===== src/rtl/bw_io_ddr_pkg.sv =====
// Shared definitions for the DDR byte-lane write path.
// Holds the sequencer state encoding, burst-length constants and the
// preamble/postamble framing lengths, plus a helper giving the last beat index.
package bw_io_ddr_pkg;

    typedef enum logic [1:0] {
        ST_IDLE  = 2'd0,
        ST_PRE   = 2'd1,
        ST_BURST = 2'd2,
        ST_POST  = 2'd3
    } tx_state_t;

    localparam int unsigned BURST_LEN4    = 4;
    localparam int unsigned BURST_LEN8    = 8;
    localparam int unsigned PREAMBLE_LEN  = 1;
    localparam int unsigned POSTAMBLE_LEN = 1;

    // Beat/phase counter width: covers the longest burst and framing phases.
    localparam int unsigned BCNT_W = 3;

    // Index of the final beat for the latched burst length.
    function automatic logic [BCNT_W-1:0] last_beat(input logic len8);
        return len8 ? BCNT_W'(BURST_LEN8 - 1) : BCNT_W'(BURST_LEN4 - 1);
    endfunction

endpackage


===== src/rtl/bw_io_ddr_txfifo.sv =====
// Synchronous beat FIFO for the DDR write lane (no fall-through).
// Ports:
//   clk, rst_l       clock, asynchronous active-low reset (empties the FIFO)
//   push, push_data  write one beat when push & !full
//   pop              drop the head beat when pop & !empty
//   head             current head beat (valid when !empty)
//   full, empty      occupancy flags, decoded from the registered count
//   count            registered occupancy, log2(DEPTH)+1 bits
module bw_io_ddr_txfifo #(
    parameter int unsigned LANES = 8,
    parameter int unsigned DEPTH = 8
) (
    input  logic                       clk,
    input  logic                       rst_l,
    input  logic                       push,
    input  logic [LANES-1:0]           push_data,
    input  logic                       pop,
    output logic [LANES-1:0]           head,
    output logic                       full,
    output logic                       empty,
    output logic [$clog2(DEPTH):0]     count
);

    localparam int unsigned AW = $clog2(DEPTH);
    localparam int unsigned CW = AW + 1;

    logic [LANES-1:0] mem [DEPTH];
    logic [AW-1:0]    wr_ptr;
    logic [AW-1:0]    rd_ptr;
    logic [CW-1:0]    cnt;
    logic             do_push;
    logic             do_pop;

    assign full    = (cnt == CW'(DEPTH));
    assign empty   = (cnt == '0);
    assign count   = cnt;
    assign head    = mem[rd_ptr];
    assign do_push = push && !full;
    assign do_pop  = pop && !empty;

    // Storage array; contents are don't-care while the count says empty.
    always_ff @(posedge clk) begin
        if (do_push) begin
            mem[wr_ptr] <= push_data;
        end
    end

    // Pointers and occupancy.
    always_ff @(posedge clk or negedge rst_l) begin
        if (!rst_l) begin
            wr_ptr <= '0;
            rd_ptr <= '0;
            cnt    <= '0;
        end else begin
            if (do_push) begin
                wr_ptr <= wr_ptr + AW'(1);
            end
            if (do_pop) begin
                rd_ptr <= rd_ptr + AW'(1);
            end
            case ({do_push, do_pop})
                2'b10:   cnt <= cnt + CW'(1);
                2'b01:   cnt <= cnt - CW'(1);
                default: cnt <= cnt;
            endcase
        end
    end

endmodule


===== src/rtl/bw_io_ddr_dq_tx_ctl.sv =====
// Write-burst sequencer for one DDR byte lane.
// Buffers write beats in a FIFO and replays each commanded burst onto the pad
// drivers framed by a preamble and postamble; gates ODT off while driving.
// Ports:
//   clk, rst_l                 clock, asynchronous active-low reset
//   wr_vld, wr_data, wr_rdy    beat write handshake (wr_rdy = FIFO not full)
//   burst_go, burst_len8       burst command (1 = 8 beats, 0 = 4 beats)
//   cmd_rdy                    command accepted this cycle
//   odt_req                    controller termination request
//   clr_err                    clears the sticky underflow flag
//   pad_data, pad_oe           registered pad drive data / output enable
//   odt_enable                 registered, gated termination enable
//   busy                       sequencer not idle
//   underflow                  sticky: a beat slot found the FIFO empty
module bw_io_ddr_dq_tx_ctl
    import bw_io_ddr_pkg::*;
#(
    parameter int unsigned LANES = 8,
    parameter int unsigned DEPTH = 8
) (
    input  logic             clk,
    input  logic             rst_l,
    input  logic             wr_vld,
    input  logic [LANES-1:0] wr_data,
    output logic             wr_rdy,
    input  logic             burst_go,
    input  logic             burst_len8,
    output logic             cmd_rdy,
    input  logic             odt_req,
    input  logic             clr_err,
    output logic [LANES-1:0] pad_data,
    output logic             pad_oe,
    output logic             odt_enable,
    output logic             busy,
    output logic             underflow
);

    localparam int unsigned CW = $clog2(DEPTH) + 1;

    tx_state_t         state;
    tx_state_t         state_nxt;
    logic              len8;
    logic              len8_nxt;
    logic [BCNT_W-1:0] bcnt;
    logic [BCNT_W-1:0] bcnt_nxt;
    logic              last_c;
    logic              beat_slot_c;
    logic              pop_c;
    logic              ufl_set_c;
    logic [LANES-1:0]  pad_data_nxt;

    logic [LANES-1:0]  fifo_head;
    logic              fifo_full;
    logic              fifo_empty;
    logic [CW-1:0]     fifo_cnt;
    logic              unused_fifo_cnt;

    bw_io_ddr_txfifo #(
        .LANES (LANES),
        .DEPTH (DEPTH)
    ) u_txfifo (
        .clk       (clk),
        .rst_l     (rst_l),
        .push      (wr_vld),
        .push_data (wr_data),
        .pop       (pop_c),
        .head      (fifo_head),
        .full      (fifo_full),
        .empty     (fifo_empty),
        .count     (fifo_cnt)
    );

    // Occupancy is only needed through the full/empty flags here.
    assign unused_fifo_cnt = ^fifo_cnt;

    // Handshakes decode registered state only.
    assign last_c  = (state == ST_BURST) && (bcnt == last_beat(len8));
    assign cmd_rdy = (state == ST_IDLE) || last_c;
    assign wr_rdy  = !fifo_full;

    // Next state; bcnt doubles as the phase counter for PRE/POST framing.
    always_comb begin
        state_nxt = state;
        len8_nxt  = len8;
        bcnt_nxt  = bcnt;
        unique case (state)
            ST_IDLE: begin
                if (burst_go) begin
                    state_nxt = ST_PRE;
                    len8_nxt  = burst_len8;
                    bcnt_nxt  = '0;
                end
            end
            ST_PRE: begin
                if (bcnt == BCNT_W'(PREAMBLE_LEN - 1)) begin
                    state_nxt = ST_BURST;
                    bcnt_nxt  = '0;
                end else begin
                    bcnt_nxt = bcnt + BCNT_W'(1);
                end
            end
            ST_BURST: begin
                if (last_c) begin
                    bcnt_nxt = '0;
                    if (burst_go) begin
                        len8_nxt = burst_len8;
                    end else begin
                        state_nxt = ST_POST;
                    end
                end else begin
                    bcnt_nxt = bcnt + BCNT_W'(1);
                end
            end
            ST_POST: begin
                if (bcnt == BCNT_W'(POSTAMBLE_LEN - 1)) begin
                    state_nxt = ST_IDLE;
                    bcnt_nxt  = '0;
                end else begin
                    bcnt_nxt = bcnt + BCNT_W'(1);
                end
            end
            default: begin
                state_nxt = ST_IDLE;
                bcnt_nxt  = '0;
            end
        endcase

        // The head is popped as it is loaded into the pad_data register.
        beat_slot_c  = (state_nxt == ST_BURST);
        pop_c        = beat_slot_c && !fifo_empty;
        ufl_set_c    = beat_slot_c && fifo_empty;
        pad_data_nxt = pop_c ? fifo_head : '0;
    end

    // State and registered outputs.
    always_ff @(posedge clk or negedge rst_l) begin
        if (!rst_l) begin
            state      <= ST_IDLE;
            len8       <= 1'b0;
            bcnt       <= '0;
            pad_data   <= '0;
            pad_oe     <= 1'b0;
            odt_enable <= 1'b0;
            busy       <= 1'b0;
            underflow  <= 1'b0;
        end else begin
            state      <= state_nxt;
            len8       <= len8_nxt;
            bcnt       <= bcnt_nxt;
            pad_data   <= pad_data_nxt;
            pad_oe     <= (state_nxt != ST_IDLE);
            busy       <= (state_nxt != ST_IDLE);
            odt_enable <= odt_req && (state_nxt == ST_IDLE) && !burst_go;
            if (ufl_set_c) begin
                underflow <= 1'b1;
            end else if (clr_err) begin
                underflow <= 1'b0;
            end
        end
    end

endmodule


===== config.mk =====
export PLATFORM = sky130hd
export DESIGN_NAME = bw_io_ddr_dq_tx_ctl
export DESIGN_NICKNAME = d
export VERILOG_FILES = /design/src/rtl/bw_io_ddr_pkg.sv /design/src/rtl/bw_io_ddr_txfifo.sv /design/src/rtl/bw_io_ddr_dq_tx_ctl.sv
export SDC_FILE = /design/constraint.sdc
export NUM_CORES = 1
export LEC_CHECK = 0
export BUFFER_PORTS_ARGS = -buffer_cell sky130_fd_sc_hd__buf_2
export CORE_ASPECT_RATIO = 1.2
export CORE_MARGIN = 2
export CORE_UTILIZATION = 45
export CTS_BUF_LIST = sky130_fd_sc_hd__clkbuf_16
export DETAILED_ROUTE_END_ITERATION = 8
export SLEW_MARGIN = 10
export SYNTH_ARGS = -nofsm -noshare
export SYNTH_HDL_FRONTEND = slang
export SYNTH_SLANG_ARGS = --single-unit

===== constraint.sdc =====
create_clock -name clk -period 4.34 [get_ports clk]
set_input_delay 0.434 -clock clk [delete_from_list [all_inputs] [get_ports clk]]
set_output_delay 0.434 -clock clk [all_outputs]
set_load 0.01 [all_outputs]

Word level (Yosys, flattened, before mapping)
Memory sizes are Yosys's and may differ from the RTL's.
Index checks and enable logic that the tools add are counted.
W data, S select, Z words.
{"block": "word_totals", "ramBits": 64, "register_bits": 27, "word_cells": 67, "output_inout_bits": 14, "inputBits": 15, "n_memories": 1}
{"memory": "u_txfifo.mem", "words": 8, "width": 8, "rd": 1, "rd_clocked_by_memory_dff": 0, "write_ports": 1, "line": "bw_io_ddr_txfifo.sv:27", "rtl": "logic [LANES-1:0] mem [DEPTH];"}
{"block": "classes", "eq_ne": 10, "n_reduce_logical": 21, "mux": 20, "add_sub_neg": 5}
{"operator": "$mux W3", "count": 4}
{"operator": "$mux W2", "count": 5}
{"operator": "$add A3 B1 Y3 const B", "count": 3}
{"operator": "$pmux W3 S3", "count": 1}
{"operator": "$eq A2 B2 Y1 const B", "count": 4}
{"operator": "$mux W8", "count": 1}
{"operator": "$pmux W2 S4", "count": 1}
{"operator": "$pmux W4 S2", "count": 1}
{"operator": "$reduce_bool A2 Y1", "count": 4}
{"operator": "$logic_and A1 B1 Y1", "count": 7}
{"operator": "$mux W1", "count": 6}
{"operator": "$add A4 B1 Y4 const B", "count": 1}
{"operator": "$eq A2 B1 Y1 const B", "count": 2}
{"operator": "$eq A4 B4 Y1 const B", "count": 1}
{"operator": "$logic_not A2 Y1", "count": 2}
{"operator": "$logic_not A4 Y1", "count": 1}
{"operator": "$ne A2 B2 Y1 const B", "count": 2}
{"operator": "$sub A4 B1 Y4 const B", "count": 1}
{"operator": "$eq A3 B3 Y1", "count": 1}
{"operator": "$logic_not A1 Y1", "count": 3}
{"operator": "$logic_not A3 Y1", "count": 1}
{"operator": "$pmux W1 S2", "count": 1}
{"operator": "$reduce_and A2 Y1", "count": 1}
{"operator": "$reduce_or A2 Y1", "count": 1}
{"operator": "$logic_or A1 B1 Y1", "count": 1}

Logic depth before layout (Yosys ltp)
{"block": "logic_depth", "word_depth": 10, "depth_mapped": 13, "mapped_depth_nobuf": 12}

Hierarchy
Synthesis repeated with hierarchy kept, for this count alone.
{"block": "unflattened", "cells_unflattened": 232, "hier_area_um2": 3926.3}
{"mod": "bw_io_ddr_txfifo", "instances": 1, "area_per_inst_um2": 3124.2, "seq_area_each_um2": 2172.1, "cells_each": 160}
{"mod": "bw_io_ddr_dq_tx_ctl", "instances": 1, "area_per_inst_um2": 802.0, "seq_area_each_um2": 425.4, "cells_each": 72}

Least setup slack after synthesis
Ideal clock, no wire load.
{"block": "synth_timing", "path_type": "register to register", "start": "register bcnt[2]", "end": "register u_txfifo.cnt[3], in the netlist u_txfifo.count[3]", "stages_incl_launch_ff": 12, "setup_time_ns": 0.116, "period_less_slack_ns": 2.497, "setup_slack_ns": 1.843, "t_arrival_ns": 2.381, "path_cell_list": "dfrtp_1 buf_4 xnor2_1 a311oi_2 o21ai_2 buf_4 inv_1 ha_1 ha_1 a21oi_1 o21ai_0 o311ai_0"}
{"block": "synth_between", "elab_chain_len": 9}
{"item": "start: declaration", "line": "bw_io_ddr_dq_tx_ctl.sv:44", "rtl": "logic [BCNT_W-1:0] bcnt;"}
{"item": "start signal: assignment", "line": "bw_io_ddr_dq_tx_ctl.sv:149", "rtl": "bcnt <= bcnt_nxt;"}
{"item": "$eq A3 B3 Y1", "line": "bw_io_ddr_dq_tx_ctl.sv:77", "rtl": "assign last_c = (state == ST_BURST) && (bcnt == last_beat(len8));"}
{"item": "$logic_and A1 B1 Y1", "line": "bw_io_ddr_dq_tx_ctl.sv:77"}
{"item": "$mux W2", "line": "bw_io_ddr_dq_tx_ctl.sv:103", "rtl": "if (last_c) begin"}
{"item": "$pmux W2 S4 (*)", "line": "bw_io_ddr_dq_tx_ctl.sv:86", "rtl": "unique case (state)"}
{"item": "$eq A2 B2 Y1 (*)", "line": "bw_io_ddr_dq_tx_ctl.sv:129", "rtl": "beat_slot_c = (state_nxt == ST_BURST);"}
{"item": "$logic_and A1 B1 Y1 (*)", "line": "bw_io_ddr_dq_tx_ctl.sv:130", "rtl": "pop_c = beat_slot_c && !fifo_empty;"}
{"item": "$logic_and A1 B1 Y1 (*)", "line": "bw_io_ddr_txfifo.sv:39", "rtl": "assign do_pop = pop && !empty;"}
{"item": "$eq A2 B1 Y1 / $eq A2 B2 Y1 (equally long branches)", "line": "bw_io_ddr_txfifo.sv:61", "rtl": "case ({do_push, do_pop})"}
{"item": "$pmux W4 S2 / $reduce_bool A2 Y1 (equally long branches)"}
{"item": "end signal: assignment", "line": "bw_io_ddr_txfifo.sv:62", "rtl": "2'b10: cnt <= cnt + CW'(1);"}
{"item": "end signal: assignment", "line": "bw_io_ddr_txfifo.sv:63", "rtl": "2'b01: cnt <= cnt - CW'(1);"}
{"item": "end signal: assignment", "line": "bw_io_ddr_txfifo.sv:64", "rtl": "default: cnt <= cnt;"}
{"item": "end: declaration", "line": "bw_io_ddr_txfifo.sv:30", "rtl": "logic [CW-1:0] cnt;"}
Mark *: on every way between the ends. The rest lies on a longest branch, timed or not.
A chain may end at the register's enable or synchronous reset.

Worst setup path after layout
{"block": "layout_timing", "start": "register bcnt[0]", "end": "register u_txfifo.cnt[3], in the netlist u_txfifo.count[3]"}
The elaborated chain is that of the path after synthesis.

==> results.py <==
metrics = {
    "setup_path": {
        "cpMostUsedCell": "ha_1",
        "crit_type": "reg -> reg",
        "cp-end-kind": "flop",
        "reg2regPathDepth": 12,
        "cp_slowest_cell": "dfrtp_1",
        "crit_path_max_incr_delay_ns": 0.41,
        "crit_fanout": 11,
        "path_cells": "inv_1, ha_1, nand2_1, nor3_1, o21ai_2, buf_4, inv_1, ha_1, ha_1, a21oi_1, o21ai_0, o311ai_0",
        "worstPathArrival_ns": 3.03,
        "startpoint_type": "flop",
        "cp.required_ns": 4.56,
    },
    "timing": {
        "final-setup-viol-count": 0,
        "fin_crit_sh_pct": 64.9,
        "finalWorstSetupSlack_ns": 1.52,
        "tns_ns": 0,
        "finClkSkew_ns": 0.0126,
        "worstMarginPinSlew_ns": 1.01,
        "finalCriticalPeriod_ns": 2.82,
        "fmax_mhz": 355,
        "hold_violations": 0,
        "maxSlewViolCount": 0,
        "rsz0062_at_grt": "no",
        "max_slew_margin_pct": 32.2,
    },
    "layout": {
        "area_delta_synth_final_pct": 14.1,
        "finish.instance_area_um2": 4290,
        "drive_gt1_share_pct": 27.8,
        "post-route-util_pct": 53.0,
        "diodes": 0,
        "layout.nets": 281,
        "final_cells": 358,
    },
    "global_route": {
        "grt_pass1_wl_um": 10800,
        "antenna_found_initial": 0,
        "grt_pass1_vias": 2023,
        "grt_max_degree": 28,
        "overflow": 0,
        "track_usage_pct": 16.3,
    },
    "clock_network": {
        "clock_path_buffers": 2,
        "clk_pin_slew_ns": 0.07,
        "ctsResizeCount": 0,
        "htree_num_levels": 3,
        "cts_tree": "done",
        "post_cts_buffers": 0,
        "cts_root_buf": "clkbuf_16",
        "tritoncts.num_buffers": 9,
        "clock-sinks": 91,
        "clock_latency_ns": 0.34,
        "postCtsHoldBufs": 0,
    },
    "job": {
        "max_cap_viol_count": 0,
    },
    "drt": {
        "viasPerCell": 5.59,
        "firstDrtPassIters": 6,
        "ant_nets": 0,
        "num_vias": 2003,
        "drt-wirelength-per-cell_um": 19.2,
        "drtIter0Drc": 75,
        "drc": 0,
        "wl_um": 6870,
    },
    "place": {
        "dp_hpwl_um": 4240,
        "place_ws_ns": 1.56,
        "post_dp_cell_area_um2": 3980,
        "portBuffers": 28,
        "post-place-cells": 342,
        "place.gp.congestion": 0.780,
    },
    "run_status": {
        "status": "completed",
    },
    "die": {
        "die_height_um": 104,
        "num_io_pins": 29,
        "core.rowCount": 36,
        "die-area_um2": 9110,
        "die_x_um": 87.5,
        "start_util_pct": 46.4,
        "core_area_um2": 8110,
    },
    "synthesis": {
        "avgSynthCellArea_um2": 16.5,
        "synth-edff-count": 64,
        "synth_largest_area_cell": "edfxtp_1",
        "yosysTopAreaCellShare_pct": 51.1,
        "ys_ff_latch": 91,
        "synth_cell_type_count": 42,
        "netlist_instances": 228,
        "synth_area_leaders": "edfxtp_1 51%, dfrtp_1 18%, mux4_2 9.6%",
        "synth_area_um2": 3760,
        "synth_flop_cell": "edfxtp_1",
        "synthArstFlopShare_pct": 29.7,
        "synth_nets": 251,
        "yosysWarnings": 0,
        "ys_seq_area_share_pct": 69.0,
    },
    "power_and_ir_drop": {
        "vdd_drop_max_mv": 0.412,
        "powerDensity_nw_per_um2": 714,
        "p_leak_uw": 0.00162,
    },
    "min_path": {
        "min_path_type": "in -> async",
    },
}
-- synthesized netlist by cell type, drive strengths merged, types with 2 or more instances --
cell / count
edfxtp: 64
dfrtp: 27
nor2: 20
mux4: 16
inv: 12
nand2: 10
buf: 9
mux2i: 8
ha: 7
a21oi: 6
o21ai: 6
xnor2: 6
nor3: 5
mux2: 3
nand2b: 3
nand3: 3
a211oi: 2
clkbuf: 2
nor3b: 2
-- metrics by stage --
| step | hold slack [ns] | total power, uW |
|---|---|---|
| after CTS | 0.143 | 3100 |
| after global placement | 0.503 | 2260 |
| after detailed placement | 0.501 | 2280 |
| after global routing | 0.164 | 3260 |
| final | 0.114 | 3070 |
| after floorplan | 0.138 | 2040 |
-- cell families after synthesis --
kind of cell | count (synthesis) | share of synthesized area [%]
buffers and inverters | 23 | 2.99
muxes | 27 | 12.7
DFF | 91 | 69.0
xor gates and xnor gates | 7 | 1.83
AOI/OAI and AO/OA | 21 | 3.76
adders and majority gates | 8 | 2.86
and+or+nand+nor | 51 | 6.82
-- sequential cells by signal, summed over array words and instances, names as in the netlist --
| register | cells |
|---|---|
| bcnt | 3 |
| busy | 1 |
| len8 | 1 |
| odt_enable | 1 |
| pad_data | 8 |
| state | 2 |
| u_txfifo.count | 4 |
| u_txfifo.mem | 64 |
| u_txfifo.rd_ptr | 3 |
| u_txfifo.wr_ptr | 3 |
| underflow | 1 |
-- critical path: cells and delay by family, from the launching register on --
| family | cells | cell delay, ns |
|---|---|---|
| AOI/OAI and AO/OA | 4 | 0.78 |
| adders and majority gates | 3 | 0.73 |
| and+or+nand+nor | 2 | 0.42 |
| DFF | 1 | 0.41 |
| buffers and inverters | 3 | 0.35 |
-- layout make-up --
class,count,area [um^2]
fill,672,3810
sequential,91,2600
multi-input combinational,114,1060
clock buffer,9,225
timing repair buffer,30,155
tap,95,119
clock inverter,7,90.1
inverter,12,45.0
-- where the power goes --
group	switching, uW	total [uW]	internal (uW)
clock	351	813	463
combinational	443	900	457
sequential	220	1350	1130
-- metal layers --
| layer | vias to the layer above | part of all wire [%] | track usage [%] |
|---|---|---|---|
| li1 | 922 | - | - |
| met1 | 1016 | 43 | 20.4 |
| met2 | 49 | 51 | 27.1 |
| met3 | 16 | 4.0 | 3.89 |
| met4 | 0 | 2.1 | 6.59 |
| met5 | - | 0 | 0 |
-- final timing paths --
check,start,to,slack (ns)
max,bcnt[0]$_DFFE_PN0P_,u_txfifo.count[3]$_DFFE_PN0P_,1.52
min,rst_l,u_txfifo.count[1]$_DFFE_PN0P_,0.11
max reg2reg,bcnt[0]$_DFFE_PN0P_,u_txfifo.count[3]$_DFFE_PN0P_,1.52
min reg2reg,underflow$_DFFE_PN0P_,underflow$_DFFE_PN0P_,0.52
max in group asynchronous,rst_l,u_txfifo.rd_ptr[1]$_DFFE_PN0N_,3.81
min in group clk,clr_err,underflow$_DFFE_PN0P_,0.29
-- placed cells by master (no fill, tap or decap), types with 2 or more instances in the layout --
master,instances
mux2_2,2
edfxtp_1,64
nand2_1,10
a21oi_1,6
buf_4,2
a211oi_1,2
buf_2,28
inv_1,12
nor3b_1,2
nand2b_1,3
clkbuf_16,9
xnor2_1,5
clkinv_4,2
nand3_1,3
ha_1,7
dfrtp_1,27
inv_8,3
nor3_1,3
nor2_1,20
mux4_2,16
nor3_2,2
mux2i_1,8
o21ai_0,5
Note: power is estimated with default switching activity, not from simulation.
